<file path="config.mk">
export PLATFORM = sky130hd
export DESIGN_NAME = hazard_ctrl_flat
export DESIGN_NICKNAME = d
export VERILOG_FILES = /design/src/rtl/hazard_ctrl_pkg.sv /design/src/rtl/hazard_ctrl_if.sv /design/src/rtl/hazard_ctrl_mem_wait_fsm.sv /design/src/rtl/hazard_ctrl.sv /design/src/flat_wrapper.sv
export SDC_FILE = /design/constraint.sdc
export NUM_CORES = 1
export LEC_CHECK = 0
export ABC_AREA = 0
export CAP_MARGIN = 20
export CORE_MARGIN = 8
export CORE_UTILIZATION = 35
export DETAILED_ROUTE_END_ITERATION = 10
export GPL_TIMING_DRIVEN = 0
export SETUP_SLACK_MARGIN = 0.05
export SLEW_MARGIN = 10
export SYNTH_ARGS = -nofsm -noshare
export SYNTH_HDL_FRONTEND = slang
export SYNTH_SLANG_ARGS = --single-unit
</file>
<file path="constraint.sdc">
create_clock -name i_clk -period 3.1 [get_ports i_clk]
set_clock_uncertainty 0.2 [all_clocks]
set_input_delay 0.465 -clock i_clk [delete_from_list [all_inputs] [get_ports i_clk]]
set_output_delay 0.465 -clock i_clk [all_outputs]
set_load 0.02 [all_outputs]
</file>
<file path="src/rtl/hazard_ctrl_pkg.sv">
// Purpose: shared constants for the pipeline hazard controller (stall vectors, wait-FSM codes, ZeroWord).
// Latency: n/a (constants and a pure function only).
// Backpressure: n/a.
package hazard_ctrl_pkg;

  localparam logic [31:0] ZeroWord = 32'h0000_0000;

  // Stall vector bits: 0 PC, 1 IF/ID, 2 ID/EX, 3 EX/MEM, 4 MEM/WB, 5 reserved.
  // A stage stalls together with every stage upstream of it.
  localparam logic [5:0] STALL_NONE = 6'b000000;
  localparam logic [5:0] STALL_ID   = 6'b000111;
  localparam logic [5:0] STALL_EX   = 6'b001111;
  localparam logic [5:0] STALL_MEM  = 6'b011111;

  // Wait FSM encodings
  localparam logic [1:0] S_RUN  = 2'd0;
  localparam logic [1:0] S_WAIT = 2'd1;
  localparam logic [1:0] S_DONE = 2'd2;

  // Increment that sticks at all-ones instead of wrapping
  function automatic logic [31:0] sat_inc(input logic [31:0] v);
    return (v == 32'hFFFF_FFFF) ? v : v + 32'd1;
  endfunction

endpackage

</file>
<file path="src/rtl/hazard_ctrl_if.sv">
// Purpose: bundles the pipeline-facing request/redirect signals of hazard_ctrl.
// Latency: n/a (wires only); slave = controller side, master = pipeline side.
// Backpressure: stall vector is the backpressure; no handshake of its own.
interface hazard_ctrl_if;
  import hazard_ctrl_pkg::*;

  logic        id_stall_req;
  logic        ex_stall_req;
  logic        mem_start;
  logic        branch_req;
  logic [31:0] branch_target;
  logic [5:0]  stall;
  logic        pc_branch_flag;
  logic [31:0] pc_branch_addr;
  logic        flush;
  logic        mem_busy;
  logic [31:0] stall_count;

  modport slave (
    input  id_stall_req, ex_stall_req, mem_start, branch_req, branch_target,
    output stall, pc_branch_flag, pc_branch_addr, flush, mem_busy, stall_count
  );

  modport master (
    output id_stall_req, ex_stall_req, mem_start, branch_req, branch_target,
    input  stall, pc_branch_flag, pc_branch_addr, flush, mem_busy, stall_count
  );

endinterface

</file>
<file path="src/rtl/hazard_ctrl_mem_wait_fsm.sv">
// Purpose: times a fixed-latency memory/IO access (RUN -> WAIT -> DONE -> RUN).
// Latency: o_mem_stall combinational from i_mem_start; held MEM_WAIT_CYCLES cycles.
// Backpressure: i_mem_start ignored outside S_RUN so a held request cannot retrigger.
// Ports: i_clk, i_rst (sync, active high), i_mem_start; o_mem_stall, o_mem_busy.
module mem_wait_fsm
  import hazard_ctrl_pkg::*;
#(
  parameter int MEM_WAIT_CYCLES = 2,
  parameter int CNT_W           = 4
) (
  input  logic i_clk,
  input  logic i_rst,
  input  logic i_mem_start,
  output logic o_mem_stall,
  output logic o_mem_busy
);

  localparam logic [CNT_W-1:0] LP_LOAD = CNT_W'(MEM_WAIT_CYCLES - 1);
  localparam logic [CNT_W-1:0] LP_ONE  = CNT_W'(1);

  logic [1:0]       r_state;
  logic [CNT_W-1:0] r_cnt;

  always_ff @(posedge i_clk) begin
    if (i_rst) begin
      r_state <= S_RUN;
      r_cnt   <= '0;
    end else begin
      case (r_state)
        S_RUN: begin
          if (i_mem_start) begin
            // A single-cycle access needs no WAIT phase at all
            if (MEM_WAIT_CYCLES == 1) begin
              r_state <= S_DONE;
            end else begin
              r_state <= S_WAIT;
              r_cnt   <= LP_LOAD;
            end
          end
        end
        S_WAIT: begin
          if (r_cnt == LP_ONE) r_state <= S_DONE;
          else                 r_cnt   <= r_cnt - LP_ONE;
        end
        S_DONE:  r_state <= S_RUN;
        default: r_state <= S_RUN;
      endcase
    end
  end

  // First stall cycle comes straight from the request while still in RUN
  assign o_mem_stall = ((r_state == S_RUN) && i_mem_start) || (r_state == S_WAIT);
  assign o_mem_busy  = (r_state == S_WAIT);

endmodule

</file>
<file path="src/rtl/hazard_ctrl.sv">
// Purpose: merges ID/EX/MEM stall requests into a stall vector and steers branch redirects to the PC.
// Latency: stall/flush/redirect outputs combinational (0 cycles); pend and stall_count registered.
// Backpressure: a redirect seen while the PC is stalled is held in pend until the first unstalled cycle.
// Ports: i_clk, i_rst (sync, active high), hz (hazard_ctrl_if.slave: requests in, stall/redirect out).
module hazard_ctrl
  import hazard_ctrl_pkg::*;
#(
  parameter int MEM_WAIT_CYCLES = 2,
  parameter int CNT_W           = 4
) (
  input  logic           i_clk,
  input  logic           i_rst,
  hazard_ctrl_if.slave   hz
);

  logic        w_mem_stall;
  logic        w_mem_busy;
  logic [5:0]  w_stall;
  logic        w_flag;
  logic [31:0] w_addr;

  logic        r_pend;
  logic [31:0] r_pend_addr;
  logic [31:0] r_stall_count;

  mem_wait_fsm #(
    .MEM_WAIT_CYCLES (MEM_WAIT_CYCLES),
    .CNT_W           (CNT_W)
  ) u_mem_wait_fsm (
    .i_clk       (i_clk),
    .i_rst       (i_rst),
    .i_mem_start (hz.mem_start),
    .o_mem_stall (w_mem_stall),
    .o_mem_busy  (w_mem_busy)
  );

  // Priority mem > ex > id: the deeper stage freezes more of the pipe
  always_comb begin
    w_stall = STALL_NONE;
    if (w_mem_stall)          w_stall = STALL_MEM;
    else if (hz.ex_stall_req) w_stall = STALL_EX;
    else if (hz.id_stall_req) w_stall = STALL_ID;
  end

  // A live request overrides a held one
  assign w_flag = hz.branch_req | r_pend;
  assign w_addr = hz.branch_req ? hz.branch_target : r_pend_addr;

  always_ff @(posedge i_clk) begin
    if (i_rst) begin
      r_pend        <= 1'b0;
      r_pend_addr   <= ZeroWord;
      r_stall_count <= ZeroWord;
    end else begin
      if (w_flag) begin
        if (w_stall[0]) begin
          // PC frozen: keep the newest redirect until it can be taken
          r_pend      <= 1'b1;
          r_pend_addr <= w_addr;
        end else begin
          r_pend      <= 1'b0;
        end
      end
      if (w_stall[0]) r_stall_count <= sat_inc(r_stall_count);
    end
  end

  assign hz.stall          = w_stall;
  assign hz.pc_branch_flag = w_flag;
  assign hz.pc_branch_addr = w_addr;
  assign hz.flush          = w_flag & ~w_stall[0];
  assign hz.mem_busy       = w_mem_busy;
  assign hz.stall_count    = r_stall_count;

endmodule

</file>
<file path="src/flat_wrapper.sv">
// flat-port wrapper written by rule: the top's interface ports become plain ports
module hazard_ctrl_flat import hazard_ctrl_pkg::*;
#(
  parameter int MEM_WAIT_CYCLES = 2,
  parameter int CNT_W           = 4
)
  (i_clk, i_rst, hz_id_stall_req, hz_ex_stall_req, hz_mem_start, hz_branch_req, hz_branch_target, hz_stall, hz_pc_branch_flag, hz_pc_branch_addr, hz_flush, hz_mem_busy, hz_stall_count);
  hazard_ctrl_if hz_i ();
  input  logic i_clk;
  input  logic i_rst;
  input wire logic [$bits(hz_i.id_stall_req)-1:0] hz_id_stall_req;
  input wire logic [$bits(hz_i.ex_stall_req)-1:0] hz_ex_stall_req;
  input wire logic [$bits(hz_i.mem_start)-1:0] hz_mem_start;
  input wire logic [$bits(hz_i.branch_req)-1:0] hz_branch_req;
  input wire logic [$bits(hz_i.branch_target)-1:0] hz_branch_target;
  output wire logic [$bits(hz_i.stall)-1:0] hz_stall;
  output wire logic [$bits(hz_i.pc_branch_flag)-1:0] hz_pc_branch_flag;
  output wire logic [$bits(hz_i.pc_branch_addr)-1:0] hz_pc_branch_addr;
  output wire logic [$bits(hz_i.flush)-1:0] hz_flush;
  output wire logic [$bits(hz_i.mem_busy)-1:0] hz_mem_busy;
  output wire logic [$bits(hz_i.stall_count)-1:0] hz_stall_count;
  assign hz_i.id_stall_req = hz_id_stall_req;
  assign hz_i.ex_stall_req = hz_ex_stall_req;
  assign hz_i.mem_start = hz_mem_start;
  assign hz_i.branch_req = hz_branch_req;
  assign hz_i.branch_target = hz_branch_target;
  assign hz_stall = hz_i.stall;
  assign hz_pc_branch_flag = hz_i.pc_branch_flag;
  assign hz_pc_branch_addr = hz_i.pc_branch_addr;
  assign hz_flush = hz_i.flush;
  assign hz_mem_busy = hz_i.mem_busy;
  assign hz_stall_count = hz_i.stall_count;
  hazard_ctrl #(.MEM_WAIT_CYCLES(MEM_WAIT_CYCLES), .CNT_W(CNT_W)) u_core (.i_clk(i_clk), .i_rst(i_rst), .hz(hz_i));
endmodule
</file>
==> flow_summary_export.csv, run 1 <==
group,metric,value,unit
cells_and_area,final_common_cell,"clkdlybuf4s50_1",
die,dieArea,13800,um^2
die,die_x,118,um
die,coreArea,10200,um^2
setup_path,worstSetupPathType,"primary input to output pin",
power,ir_worst_vdd,0.259,mV
routing,drc,0,
cells_and_area,syn2layout_area_growth,41.1,%
power,powerDensity,431,nW/um^2
grt,grt-ovfl-total,0,
worst_hold_path,hold_class,"flop to flop",
power,finalPower,2.20,mW
routing,vias,3428,
clock_tree,clkSinkCount,71,
setup_path,slowest_delay,620,ps
grt,grt_max_degree,13,
setup_path,cp.arrival,2240,ps
clock_tree,cts_tree,"done",
clock_tree,cts_buffers,9,
synthesis,synth_cell_type_count,46,
synthesis,yosysWarningCount,0,
synthesis,synth_seq_cells,71,
setup_path,cp-end-kind,"output pin",
timing,fin_crit_sh,93.7,%
clock_tree,htreeDepth,3,
grt,grt_pass1_vias,3437,
routing,drtIter0Drc,137,
timing,hold_viol,0,
routing,ant_nets,0,
die,initial_core_util,35.5,%
power,p_leak,1.91,nW
synthesis,synth_top_area_cell,"dfxtp_1",
routing,routed_wirelength,10700,um
clock_tree,cts.reportedPaths.clkPinSlew,70,ps
run_status,run_status,"finished, final reports clean",
placed_design,place_inst,643,
synthesis,async_reset_ff_share,0,%
synthesis,synthFlopType,"dfxtp_1",
synthesis,syn-num-nets,440,
setup_path,worstPathMaxFanout,12,
routing,wl_per_cell,16.2,um
setup_path,crit_path_start_kind,"primary input",
setup_path,path_delay_family,"buffers and inverters",
timing,rsz0062_at_grt,"false",
routing,drt_first_pass_iters,4,
timing,setup_violations,0,
clock_tree,cts_max_path_buffers,2,
clock_tree,ctsHoldBuffers,0,
routing,vias_per_cell,5.19,
die,io_pins,111,
synthesis,syn-mean-instance-area,9.06,um^2
timing,relSlewSlack,61.1,%
grt,grt_util_met3,6.00,%
die,die_y,118,um
placed_design,dp_hpwl,7920,um
cells_and_area,stdcell_count,661,
setup_path,reg2reg_from,"u_core.hz.stall_count[0]$_SDFFE_PP0P_",
synthesis,synthTopCellsByArea,"dfxtp_1, mux2_2, mux2i_1",
cells_and_area,diodes,0,
placed_design,portBuffers,108,
grt,grtUsageMet2,24.5,%
synthesis,syn_area,3610,um^2
grt,grtUsageTotal,15.2,%
setup_path,crit_buf_inv,4,
synthesis,synth_top_area_share,39.3,%
setup_path,critPathLaunch,"hz_mem_start",
grt,grt_pass1_wl,17600,um
setup_path,cp_slowest_cell,"clkdlybuf4s50_1",
timing,maxSlewViolCount,0,
grt,antenna_found_initial,0,
clock_tree,insertion_delay,340,ps
synthesis,yosysSeqAreaShare,39.3,%
grt,gr-usage-met1,18.2,%
timing,final.min_clock_period,2900,ps
setup_path,crit_top_cell,"clkdlybuf4s50_1",
synthesis,netlist_instances,399,
timing,worst_pin_slew,584,ps
clock_tree,clockRootBuffer,"clkbuf_8",
die,rows,37,
grt,top_usage_layer,"met2",
timing,holdWs,293,ps
synthesis,synth_edf_count,0,
cells_and_area,final_cell_mix,"clkdlybuf4s50_1, dfxtp_1, nor2_1",
setup_path,path_cells,"clkdlybuf4s50_1, o21bai_4, and2_1, inv_4, buf_6, clkdlybuf4s50_1",
timing,max_clock_freq,344,MHz
cells_and_area,layout-drive-gt1-share,14.1,%
setup_path,cp.required,2430,ps
cells_and_area,final_nets,561,
placed_design,gp_congestion,0.851,
worst_hold_path,hp-start,"u_core.r_pend_addr[0]$_SDFFE_PP0P_",
run,drv_cap,0,
==> repair_timing <==
action | 4_1_cts | 5_1_grt
pin swaps | 0 | 1
setup endpoints to repair | 4 | 1
resized for setup | 6 | 2
buffers inserted | 0 | 2
==> layer usage <==
layer  vias up  share of wire (%)
li1       1695                  -
met2       117                 47
met1      1608                 43
met3         8                9.2
met5         -                  0
met4         0               0.91
==> flip-flops by register name, summed over array words and instances (netlist names) <==
signal and count:
u_core.hz.stall_count 32, u_core.u_mem_wait_fsm.r_state 2, u_core.u_mem_wait_fsm.r_cnt 4, u_core.r_pend_addr 32, u_core.r_pend 1
==> power by group <==
part           internal [mW]  switching (mW)  total [mW]
Sequential             0.955          0.0295       0.984
Clock                  0.398           0.364       0.762
Combinational          0.230           0.222       0.452
Total                   1.58           0.615        2.20
==> stage by stage <==
| step | setup WS, ps | area, um^2 | utilization (%) | TNS (ps) |
|---|---|---|---|---|
| global route | 127 | 5100 | 50.1 | 0 |
| global placement | -389 | 4870 | 47.8 | -1160 |
| floorplan | 867 | 3610 | - | 0 |
| detailed placement | -393 | 4870 | 47.8 | -1160 |
| finish | 196 | 5100 | 50.1 | 0 |
| CTS | 53.6 | 5080 | 49.9 | 0 |
==> Yosys cell counts, types with 2 or more instances <==
| master | instances |
|---|---|
| buf_4 | 4 |
| and2_1 | 2 |
| a211oi_1 | 4 |
| nor2_1 | 53 |
| a21oi_1 | 29 |
| xor2_1 | 2 |
| nand2_1 | 14 |
| nand2b_1 | 2 |
| o31ai_1 | 9 |
| inv_1 | 7 |
| buf_1 | 2 |
| mux2_4 | 2 |
| dfxtp_1 | 71 |
| nor3_1 | 3 |
| or3_1 | 17 |
| clkbuf_1 | 12 |
| nand3_1 | 12 |
| nor3b_1 | 4 |
| o21ai_1 | 3 |
| nor2b_1 | 4 |
| and4_1 | 4 |
| and3_1 | 2 |
| or4_1 | 10 |
| mux2i_1 | 32 |
| nor4_1 | 3 |
| buf_2 | 6 |
| buf_6 | 3 |
| ha_1 | 3 |
| mux2_2 | 34 |
| nand4_1 | 17 |
| o21ai_0 | 14 |
==> layout make-up <==
type | instances | area (um^2)
fill | 984 | 5080
multi-input combinational | 293 | 2030
sequential | 71 | 1420
timing repair buffer | 110 | 1100
tap | 136 | 170
buffer | 27 | 153
clock buffer | 12 | 145
clock inverter | 4 | 55.1
inverter | 8 | 32.5
==> tightest hold or removal path, cell delays in order (launching register included) <==
cell and delay [ps]:
dfxtp_1 330, mux2i_1 60, nor2_1 70
==> path summary, 6_finish.rpt <==
check | to | cells past startpoint | slack [ps]
hold / removal | u_core.r_pend_addr[0]$_SDFFE_PP0P_ | 2 | 290
setup reg to reg | u_core.hz.stall_count[30]$_SDFFE_PP0P_ | 6 | 620
setup / recovery | hz_stall[0] | 6 | 200
hold reg to reg | u_core.r_pend_addr[0]$_SDFFE_PP0P_ | 2 | 290
==> cells by family (layout without fill, tap and decap cells) <==
family                   after synthesis  count (layout)  synth area share [%]
AND/OR/NAND/NOR                      154             154                  23.4
flip-flops                            71              71                  39.3
multiplexers                          68              68                  20.3
AO/OA/AOI/OAI                         64              64                  10.2
buffers and inverters                 35             161                  4.88
adder cells (fa/ha/maj)                3               3                  1.04
XOR/XNOR                               3               3                 0.727
other                                  1               1                 0.104
(Power assumes the default switching activity.)
==> run 2: changes to the inputs <==
--- a/config.mk
+++ b/config.mk
@@ -6,11 +6,12 @@
 export NUM_CORES = 1
 export LEC_CHECK = 0
 export ABC_AREA = 0
-export CAP_MARGIN = 20
+export ABC_CLOCK_PERIOD_IN_PS = 3100
 export CORE_MARGIN = 8
-export CORE_UTILIZATION = 35
+export CORE_UTILIZATION = 51
 export DETAILED_ROUTE_END_ITERATION = 10
 export GPL_TIMING_DRIVEN = 0
+export PLACE_DENSITY = 0.86
 export SETUP_SLACK_MARGIN = 0.05
 export SLEW_MARGIN = 10
 export SYNTH_ARGS = -nofsm -noshare
==> run 2 against run 1 <==
Combinational power is 0.9% lower. Sequential share of layout area is 0.15 points higher. Largest power group unchanged. Largest cell class unchanged. Critical path depth is 2 lower. Final area is 0.54% lower.
==> flow_summary_export.csv, run 2 (same netlist as run 1, synthesis figures left out) <==
group,metric,value,unit
power,p_leak,1.92,nW
clock_tree,ctsHoldBuffers,0,
routing,routed_wirelength,10600,um
clock_tree,ctsResizeCount,6,
power,p_comb_share,19.1,%
cells_and_area,syn2layout_area_growth,40.4,%
cells_and_area,layout-drive-gt1-share,14.1,%
die,dieArea,10000,um^2
clock_tree,cts_setup_buffers,0,
setup_path,cp-end-kind,"output pin",
power,clock_power_share,39.0,%
run_status,run_status,"finished, final reports clean",
routing,vias,3553,
die,initial_core_util,52.9,%
cells_and_area,diodes,0,
cells_and_area,final_nets,559,
timing,hold_viol,0,
die,coreArea,6830,um^2
setup_path,cp.required,2430,ps
routing,ant_nets,0,
clock_tree,cts_max_path_buffers,2,
routing,drt_first_pass_iters,5,
clock_tree,clkSinkCount,71,
cells_and_area,final_common_cell,"clkdlybuf4s50_1",
timing,maxSlewViolCount,0,
clock_tree,cts_tree,"done",
timing,max_clock_freq,344,MHz
routing,drtIter0Drc,180,
power,powerDensity,463,nW/um^2
power,ir_worst_vdd,0.353,mV
setup_path,crit_path_start_kind,"primary input",
timing,worst_pin_slew,577,ps
cells_and_area,stdcell_count,619,
timing,setup_violations,0,
die,die_x,100,um
clock_tree,cts.reportedPaths.clkPinSlew,70,ps
die,die_y,100,um
setup_path,slowest_delay,590,ps
power,p_int,1.73,mW
clock_tree,htreeDepth,3,
routing,wl_per_cell,17.1,um
grt,grt_pass1_vias,3567,
power,power.switching,0.614,mW
timing,relSlewSlack,61.5,%
setup_path,path_cells,"clkbuf_1, clkbuf_1, mux2_2, clkdlybuf4s50_1",
grt,antenna_found_initial,0,
placed_design,place_inst,603,
setup_path,crit_top_cell,"clkbuf_1",
timing,rsz0062_at_grt,"false",
cells_and_area,final_cell_mix,"clkdlybuf4s50_1, dfxtp_1, nor2_1",
power,finalPower,2.35,mW
setup_path,worstPathMaxFanout,10,
placed_design,gp_congestion,0.898,
timing,fin_crit_sh,93.7,%
worst_hold_path,hold_class,"flop to flop",
setup_path,worstSetupPathType,"primary input to output pin",
cells_and_area,post-route-util,74.3,%
cells_and_area,postLayoutCellArea,5070,um^2
power,sw_frac_of_total,26.1,%
placed_design,dp_hpwl,7810,um
run,drv_cap,0,
clock_tree,insertion_delay,340,ps
clock_tree,clockRootBuffer,"clkbuf_8",
cells_and_area,fill_cells,503,
setup_path,cp_slowest_cell,"clkdlybuf4s50_1",
setup_path,cp.arrival,2240,ps
grt,grtUsageTotal,20.8,%
timing,final.min_clock_period,2900,ps
placed_design,place_area,4820,um^2
clock_tree,cts_buffers,9,
grt,grt-ovfl-total,0,
placed_design,portBuffers,108,
grt,grt_max_degree,13,
routing,drc,0,
die,io_pins,111,
die,rows,30,
power,seq_power_share,42.0,%
routing,vias_per_cell,5.74,
grt,grt_pass1_wl,16900,um
[run 2: power by group through the flow]
stage               registers (mW)  clock network (mW)  logic, mW
finish                       0.985               0.915      0.448
global placement              1.00                   0      0.435
floorplan                     1.00                   0      0.260
detailed placement            1.00                   0      0.445
CTS                          0.985               0.927      0.451
global route                 0.990               0.967      0.482
[run 2: per-layer routing]
| metal | global-route usage, % | vias to the layer above | routed length [um] |
|---|---|---|---|
| li1 | - | 1693 | - |
| met1 | 22.3 | 1663 | 4090 |
| met4 | 6.98 | 0 | 197 |
| met2 | 35.5 | 174 | 5080 |
| met5 | 0 | - | 0 |
| met3 | 9.27 | 23 | 1230 |
[run 2: layout make-up]
| class | count | area (um^2) | share of cell area, % |
|---|---|---|---|
| inverter | 8 | 30.0 | 0.592 |
| multi-input combinational | 293 | 2030 | 40.0 |
| clock buffer | 10 | 138 | 2.71 |
| clock inverter | 6 | 108 | 2.12 |
| buffer | 27 | 149 | 2.93 |
| sequential | 71 | 1420 | 28.0 |
| tap | 96 | 120 | 2.37 |
| timing repair buffer | 108 | 1080 | 21.3 |
[run 2: worst max-delay path: cells and delay by family]
kind | cells | cell delay, ps
buffers and inverters | 3 | 1350
muxes | 1 | 420
[run 2: worst paths after layout]
path / endpoint / depth (start not counted) / slack (ps) / from
max: hz_pc_branch_addr[27] / 4 / 200 / hz_branch_req
min: u_core.r_pend_addr[25]$_SDFFE_PP0P_ / 2 / 300 / u_core.r_pend_addr[25]$_SDFFE_PP0P_
max reg2reg: u_core.hz.stall_count[30]$_SDFFE_PP0P_ / 6 / 680 / u_core.hz.stall_count[0]$_SDFFE_PP0P_
min reg2reg: u_core.r_pend_addr[25]$_SDFFE_PP0P_ / 2 / 300 / u_core.r_pend_addr[25]$_SDFFE_PP0P_
[run 2: stage by stage]
stage / hold slack, ps / worst slack (ps) / TNS, ps
2_1_floorplan: 256 / 867 / 0
3_3_place_gp: 269 / -304 / -835
3_5_place_dp: 281 / -328 / -977
4_1_cts: 300 / 116 / 0
5_1_grt: 323 / 102 / 0
6_report: 296 / 195 / 0
==> run 3: changes to the inputs <==
--- a/config.mk
+++ b/config.mk
@@ -9,6 +9,7 @@
 export ABC_CLOCK_PERIOD_IN_PS = 3100
 export CORE_MARGIN = 8
 export CORE_UTILIZATION = 51
+export CTS_CLUSTER_SIZE = 8
 export DETAILED_ROUTE_END_ITERATION = 10
 export GPL_TIMING_DRIVEN = 0
 export PLACE_DENSITY = 0.86
==> results of run 3 <==
The final DEF is identical to that of run 2; final timing and power are the same.
